<file path="config.mk">
export PLATFORM = sky130hd
export DESIGN_NAME = sum_accumulator
export DESIGN_NICKNAME = d
export VERILOG_FILES = /design/src/rtl/sum_accumulator_pkg.sv /design/src/rtl/ripple_carry_adder.sv /design/src/rtl/sum_accumulator.sv
export SDC_FILE = /design/constraint.sdc
export NUM_CORES = 1
export LEC_CHECK = 0
export CORE_AREA = 2 2 39 41
export CTS_CLUSTER_SIZE = 20
export DETAILED_ROUTE_END_ITERATION = 6
export DIE_AREA = 0 0 41 43
export GPL_TIMING_DRIVEN = 0
export PLACE_DENSITY = 0.7
export SLEW_MARGIN = 10
export SYNTH_ARGS = -nofsm -noshare
export SYNTH_HDL_FRONTEND = slang
export SYNTH_SLANG_ARGS = --single-unit
export TNS_END_PERCENT = 5
</file>
<file path="constraint.sdc">
create_clock -name clk -period 2 [get_ports clk]
set_input_delay 0.4 -clock clk [delete_from_list [all_inputs] [get_ports clk]]
set_output_delay 0.4 -clock clk [all_outputs]
set_load 0.05 [all_outputs]
</file>
<file path="src/rtl/sum_accumulator_pkg.sv">
// rtl/sum_accumulator_pkg.sv - shared widths and state encodings for the burst summer
package sum_accumulator_pkg;

  localparam int DATA_W = 3;

  localparam logic [1:0] IDLE  = 2'd0;
  localparam logic [1:0] ACCUM = 2'd1;
  localparam logic [1:0] HOLD  = 2'd2;

endpackage

</file>
<file path="src/rtl/ripple_carry_adder.sv">
// rtl/ripple_carry_adder.sv - purely combinational DATA_W-bit ripple-carry adder
module ripple_carry_adder
  import sum_accumulator_pkg::*;
(
  input  logic [DATA_W-1:0] a,
  input  logic [DATA_W-1:0] b,
  output logic [DATA_W-1:0] sum,
  output logic              carry
);

  logic ripple;

  // The carry is kept in one blocking variable so the chain is not a self-loop on a vector.
  always_comb begin
    ripple = 1'b0;
    sum    = '0;
    for (int i = 0; i < DATA_W; i++) begin
      sum[i] = a[i] ^ b[i] ^ ripple;
      ripple = (a[i] & b[i]) | (ripple & (a[i] ^ b[i]));
    end
    carry = ripple;
  end

endmodule

</file>
<file path="src/rtl/sum_accumulator.sv">
// rtl/sum_accumulator.sv - sums BURST_LEN operands modulo 8 with a sticky carry flag
module sum_accumulator
  import sum_accumulator_pkg::*;
#(
  parameter int BURST_LEN = 4
) (
  input  logic              clk,
  input  logic              rst,
  input  logic              in_valid,
  output logic              in_ready,
  input  logic [DATA_W-1:0] in_data,
  input  logic              clear,
  output logic              out_valid,
  input  logic              out_ready,
  output logic [DATA_W-1:0] out_sum,
  output logic              out_ovf,
  output logic [DATA_W-1:0] out_count
);

  localparam logic [DATA_W-1:0] LAST_COUNT = DATA_W'(BURST_LEN - 1);

  logic [1:0]        state;
  logic [DATA_W-1:0] acc;
  logic [DATA_W-1:0] count;
  logic              ovf;
  logic [DATA_W-1:0] add_sum;
  logic              add_carry;
  logic              accept;

  ripple_carry_adder u_adder (
    .a     (acc),
    .b     (in_data),
    .sum   (add_sum),
    .carry (add_carry)
  );

  assign in_ready  = (state != HOLD);
  assign out_valid = (state == HOLD);
  assign accept    = in_valid && in_ready;
  assign out_sum   = acc;
  assign out_ovf   = ovf;
  assign out_count = count;

  always_ff @(posedge clk or posedge rst) begin
    if (rst) begin
      state <= IDLE;
      acc   <= '0;
      ovf   <= 1'b0;
      count <= '0;
    end else if (clear) begin
      state <= IDLE;
      acc   <= '0;
      ovf   <= 1'b0;
      count <= '0;
    end else begin
      case (state)
        IDLE, ACCUM: begin
          if (accept) begin
            acc   <= add_sum;
            ovf   <= ovf | add_carry;
            count <= count + 1'b1;
            state <= (count == LAST_COUNT) ? HOLD : ACCUM;
          end
        end
        HOLD: begin
          if (out_ready) begin
            state <= IDLE;
            acc   <= '0;
            ovf   <= 1'b0;
            count <= '0;
          end
        end
        default: begin
          state <= IDLE;
          acc   <= '0;
          ovf   <= 1'b0;
          count <= '0;
        end
      endcase
    end
  end

endmodule

</file>
==> impl_metrics.env, run 1 <==
export IMPL_die_y_um=43
export IMPL_synthAdderAreaFrac_pct=15.12
export IMPL_synth_cells=51
export IMPL_fin_crit_sh_pct=95.47
export IMPL_antenna_cells=0
export IMPL_fin_nets=83
export IMPL_antenna_found_initial=0
export IMPL_gr_total_overflow=0
export IMPL_routed_wl_mm=1.047
export IMPL_finalSetupTns_ns=0
export IMPL_netlist_top_cells_count="dfrtp_1, a21oi_1, nor2_1, o21ai_0, nand2_1"
export IMPL_synth_seq_cells=9
export IMPL_p_seq_share_pct=42.6
export IMPL_end_kind="primary output"
export IMPL_grt_usage_pct=15.16
export IMPL_crit_family="buffers and inverters"
export IMPL_syn2layout_area_growth_pct=36.59
export IMPL_cp_num_buf_inv=1
export IMPL_finalHoldViolCount=0
export IMPL_rsz0062_at_grt="false"
export IMPL_netlist_area_sq_um=513.0
export IMPL_synth_xor_area_share_pct=1.707
export IMPL_grt_pass1_wl_mm=1.731
export IMPL_dp_cells=81
export IMPL_pwr_share_comb_pct=28.3
export IMPL_placementRows=14
export IMPL_setup_ws_ns=0.09070
export IMPL_ys_flop_type="dfrtp_1"
export IMPL_cts_sinks=9
export IMPL_p_leak_nw=0.3109
export IMPL_core_region_area_sq_um=1384
export IMPL_drt_iter0_drc=8
export IMPL_synth_edf_count=0
export IMPL_wire_per_inst_um=12.32
export IMPL_final_layout_size_suffix_gt1_share_pct=8.696
export IMPL_ir_drop_uv=350.2
export IMPL_initial_core_util_pct=37.07
export IMPL_clock_latency_ns=0.27
export IMPL_internal_power_uw=329.6
export IMPL_grt_pass1_vias=413
export IMPL_yosys_top_cells_area="dfrtp_1, fa_1, ha_1, a21oi_1, o21ai_0"
export IMPL_tritoncts="built"
export IMPL_port_buffers=14
export IMPL_drc=0
export IMPL_cap_viol_max_count=0
export IMPL_clock_power_share_pct=29.1
export IMPL_via_count=432
export IMPL_power_density_nw_per_um2=712.8
export IMPL_crit_arrival_ns=1.51
export IMPL_skew_ns=0.0007838
export IMPL_setup_violations=0
export IMPL_die_area_sq_um=1763
export IMPL_worstSetupPathType="register to primary output"
export IMPL_critical_path_cell_chain="clkdlybuf4s50_1"
export IMPL_place_congestion=0.7258
export IMPL_cts_buffer_depth=2
export IMPL_final_cells=85
export IMPL_drv_slew=0
export IMPL_finalCriticalPeriod_ns=1.909
export IMPL_syn_avg_cell_area_sq_um=10.06
export IMPL_hold_buffers=0
export IMPL_yosys_area_share_simple_pct=18.29
export IMPL_synth_top_cell_area_share_pct=43.90
export IMPL_synth_top_family_by_area="simple AND/OR/NAND/NOR gates"
export IMPL_slowest_delay_ns=0.83
export IMPL_first_pass_iters=4
export IMPL_switchingPower_uw=169.8
export IMPL_h_tree_depth=1
export IMPL_synth_compound_area_share_pct=15.12
export IMPL_clk_pin_slew_ns=0.06
export IMPL_relSlewSlack_pct=66.67
export IMPL_ys_warn_count=0
export IMPL_synthMuxAreaShare_pct=1.951
export IMPL_post_cts_setup_buffers=0
export IMPL_p_sw_share_pct=34.01
export IMPL_synthesis_nets=64
export IMPL_hold_path_class="input pin to asynchronous set/reset pin"
export IMPL_max_freq_mhz=523.8
export IMPL_cts_buffers=3
export IMPL_async_reset_ff_share_pct=100.0
export IMPL_startpoint_type="register"
export IMPL_fillers=145
export IMPL_ant_nets=0
export IMPL_post_synth_top_count_cell="dfrtp_1"
export IMPL_yosysUniqueCellTypes=21
export IMPL_ios=17
export IMPL_place_area_sq_um=673.1
export IMPL_worst_slew_pin_slew_ns=0.4983
export IMPL_status="finished, final reports clean"
export IMPL_critPathMaxFanout=4
export IMPL_dpl_worst_slack_ns=-0.2296
export IMPL_seq_area_frac_synth_pct=43.90
export IMPL_grt_max_degree=10
export IMPL_cp_slowest_cell="clkdlybuf4s50_1"
export IMPL_postLayoutCoreUtil_pct=50.63
export IMPL_dp_hpwl_um=769.4
export IMPL_r2r_setup_slack_ns=0.29
export IMPL_clockRootBuffer="clkbuf_4"
export IMPL_fp_dieW_um=41
export IMPL_stdcell_area_sq_um=700.7
export IMPL_yosys_area_top_type="dfrtp_1"
export IMPL_cp_required_ns=1.60
export IMPL_viasPerCell=5.082
## cell families (layout without fill, tap and decap cells)
kind of cell | count (synthesis) | in the layout
xor gates and xnor gates | 1 | 1
and+or+nand+nor | 16 | 16
buffers and inverters | 5 | 23
AOI/OAI and AO/OA | 14 | 14
muxes | 1 | 1
adders and majority gates | 5 | 5
DFF | 9 | 9
## flip-flops by register name, summed over array words and instances (netlist names)
signal / cells
out_ovf: 1
state: 2
out_sum: 3
out_count: 3
## final cells by class
| type | count | area (sq um) | share of cell area (%) |
|---|---|---|---|
| Buffer | 2 | 8.758 | 1.250 |
| Inverter | 3 | 11.26 | 1.607 |
| Tap cell | 16 | 20.02 | 2.857 |
| Multi-Input combinational cell | 37 | 270.3 | 38.57 |
| Sequential cell | 9 | 225.2 | 32.14 |
| Clock buffer | 4 | 26.28 | 3.750 |
| Timing Repair Buffer | 14 | 138.9 | 19.82 |
## power by group through the flow
stage	Sequential, mW	Clock (mW)	Combinational, mW
after floorplan	0.260	0	0.0450
after global placement	0.215	0	0.139
after detailed placement	0.216	0	0.140
after CTS	0.213	0.149	0.142
after global routing	0.216	0.159	0.153
final	0.213	0.145	0.142
## repair_timing
item | CTS | global route
setup endpoints to repair | 2 | 2
hold endpoints to repair | 0 | 0
resized for setup | 2 | 3
## per-layer routing
metal / global-route usage [%] / vias to the layer above / wire, um
met3: 3.141 / 3 / 51
met5: 0 / - / 0
met1: 18.12 / 202 / 445
met2: 22.19 / 15 / 521
met4: 12.00 / 0 / 28
li1: - / 212 / -
## cells in the final DEF (no fill, tap or decap), drive strengths merged
cell type	count
a211o	1
a211oi	1
a21oi	6
and2b	1
buf	1
clkbuf	5
clkdlybuf4s15	1
clkdlybuf4s50	12
dfrtp	9
dlygate4sd2	1
fa	2
ha	3
inv	3
mux2i	1
nand2	4
nand3	1
nand3b	2
nor2	5
nor3b	1
o21ai	5
o22ai	1
or2	1
or2b	1
xnor2	1
## final timing paths
path,cells past startpoint,endpoint,startpoint
setup / recovery,1,out_count[0],out_count[0]
hold reg to reg,2,out_count[2],out_count[2]
hold / removal,2,out_sum[2],rst
min in group clk,2,state[0],in_valid
max in group asynchronous,2,out_count[2],rst
setup reg to reg,5,out_sum[2],out_sum[0]
## per-stage QoR
| stage | hold slack [ns] | power, mW |
|---|---|---|
| 3_5_place_dp | 0.5602 | 0.3562 |
| 4_1_cts | 0.4019 | 0.5047 |
| 5_1_grt | 0.4265 | 0.5284 |
| 6_report | 0.3930 | 0.4994 |
| 3_3_place_gp | 0.5185 | 0.3537 |
| 2_1_floorplan | 0.2279 | 0.3050 |
Power figures use the tool's default switching activity.
==> inputs of run 2 (changes only) <==
--- a/config.mk
+++ b/config.mk
@@ -5,10 +5,10 @@
 export SDC_FILE = /design/constraint.sdc
 export NUM_CORES = 1
 export LEC_CHECK = 0
-export CORE_AREA = 2 2 39 41
+export CORE_AREA = 4 4 41 43
 export CTS_CLUSTER_SIZE = 20
 export DETAILED_ROUTE_END_ITERATION = 6
-export DIE_AREA = 0 0 41 43
+export DIE_AREA = 0 0 45 47
 export GPL_TIMING_DRIVEN = 0
 export PLACE_DENSITY = 0.7
 export SLEW_MARGIN = 10
==> impl_metrics.env, run 2 (same netlist as run 1, synthesis figures left out) <==
export IMPL_clock_latency_ns=0.25
export IMPL_h_tree_depth=1
export IMPL_port_buffers=14
export IMPL_ios=17
export IMPL_dp_cells=80
export IMPL_antenna_found_initial=0
export IMPL_drc=0
export IMPL_setup_ws_ns=0.08870
export IMPL_cp_num_cells=6
export IMPL_post_cts_setup_buffers=0
export IMPL_p_leak_nw=0.3145
export IMPL_fp_dieW_um=45
export IMPL_viasPerCell=4.929
export IMPL_critPathMaxFanout=1
export IMPL_place_area_sq_um=671.9
export IMPL_placementRows=13
export IMPL_finalCriticalPeriod_ns=1.911
export IMPL_critical_path_cell_chain="clkdlybuf4s50_1, ha_1, fa_2, fa_1, mux2i_1, o21ai_1"
export IMPL_gr_total_overflow=0
export IMPL_dp_hpwl_um=793.1
export IMPL_end_kind="register"
export IMPL_r2r_cells=5
export IMPL_startpoint_type="input pin"
export IMPL_die_y_um=47
export IMPL_worstSetupPathType="input pin to register"
export IMPL_skew_ns=0.0009388
export IMPL_cts_buffer_depth=2
export IMPL_core_region_area_sq_um=1301
export IMPL_hold_buffers=0
export IMPL_dpl_worst_slack_ns=-0.2427
export IMPL_relSlewSlack_pct=66.70
export IMPL_first_pass_iters=3
export IMPL_drt_iter0_drc=5
export IMPL_rsz0062_at_grt="false"
export IMPL_postLayoutCoreUtil_pct=53.65
export IMPL_cts_buffers=3
export IMPL_mostFrequentLayoutCells="clkdlybuf4s50_1, dfrtp_1, a21oi_1"
export IMPL_cap_viol_max_count=0
export IMPL_ant_nets=0
export IMPL_cts_sinks=9
export IMPL_drv_slew=0
export IMPL_clk_pin_slew_ns=0.06
export IMPL_slowest_delay_ns=0.43
export IMPL_stdcell_area_sq_um=698.2
export IMPL_fin_nets=83
export IMPL_crit_arrival_ns=2.05
export IMPL_setup_violations=0
export IMPL_place_congestion=0.7381
export IMPL_grt_usage_pct=12.01
export IMPL_initial_core_util_pct=39.42
export IMPL_wire_per_inst_um=11.96
export IMPL_hold_path_class="input pin to asynchronous set/reset pin"
export IMPL_power_uw=488.8
export IMPL_syn2layout_area_growth_pct=36.10
export IMPL_via_count=414
export IMPL_fillers=134
export IMPL_max_freq_mhz=523.2
export IMPL_grt_max_degree=10
export IMPL_grt_pass1_vias=427
export IMPL_routed_wl_mm=1.005
export IMPL_fin_hold_ws_ns=0.4017
export IMPL_cp_num_buf_inv=1
export IMPL_fin_crit_sh_pct=95.57
export IMPL_finalHoldViolCount=0
export IMPL_grt_pass1_wl_mm=1.800
export IMPL_tritoncts="built"
export IMPL_final_common_cell="clkdlybuf4s50_1"
export IMPL_clockRootBuffer="clkbuf_4"
export IMPL_die_area_sq_um=2115
export IMPL_ir_drop_uv=306.0
export IMPL_final_layout_size_suffix_gt1_share_pct=8.696
export IMPL_cp_slowest_cell="fa_1"
export IMPL_power_density_nw_per_um2=700.1
export IMPL_crit_family="adder cells"
export IMPL_final_cells=84
export IMPL_cp_required_ns=2.14
export IMPL_finalSetupTns_ns=0
export IMPL_worst_slew_pin_slew_ns=0.4979
export IMPL_status="finished, final reports clean"
export IMPL_antenna_cells=0
run 2: final timing paths:
check | end | slack [ns] | from
hold reg to reg | out_ovf | 0.55 | out_ovf
setup reg to reg | out_sum[2] | 0.27 | out_sum[0]
hold / removal | out_sum[2] | 0.40 | rst
min in group clk | state[0] | 0.46 | in_valid
setup / recovery | out_sum[2] | 0.09 | in_data[0]
max in group asynchronous | out_count[2] | 1.35 | rst
run 2: per-layer routing:
layer | track usage (%) | part of all wire, % | wire length (um) | vias to the layer above
li1 | - | - | - | 209
met1 | 15.13 | 45 | 455 | 193
met2 | 19.21 | 48 | 487 | 10
met3 | 3.448 | 5.6 | 56 | 2
met4 | 5.263 | 0.60 | 6 | 0
met5 | 0 | 0 | 0 | -
run 2: cell type report:
cell class                      count  area, sq um  area share [%]
Multi-Input combinational cell     37        270.3           38.71
Tap cell                           15        18.77           2.688
Buffer                              2        8.758           1.254
Timing Repair Buffer               14        137.6           19.71
Inverter                            3        11.26           1.613
Clock buffer                        4        26.28           3.763
Sequential cell                     9        225.2           32.26
run 2: timing repair:
action | 4_1_cts | 5_1_grt
gates resized for setup | 2 | 2
pin swaps | 0 | 0
setup endpoints to repair | 2 | 1
run 2: report_power, final:
group / internal [mW] / switching [mW] / total [mW]
sequential: 0.197 / 0.0152 / 0.212
combinational: 0.0548 / 0.0853 / 0.140
clock: 0.0767 / 0.0599 / 0.137
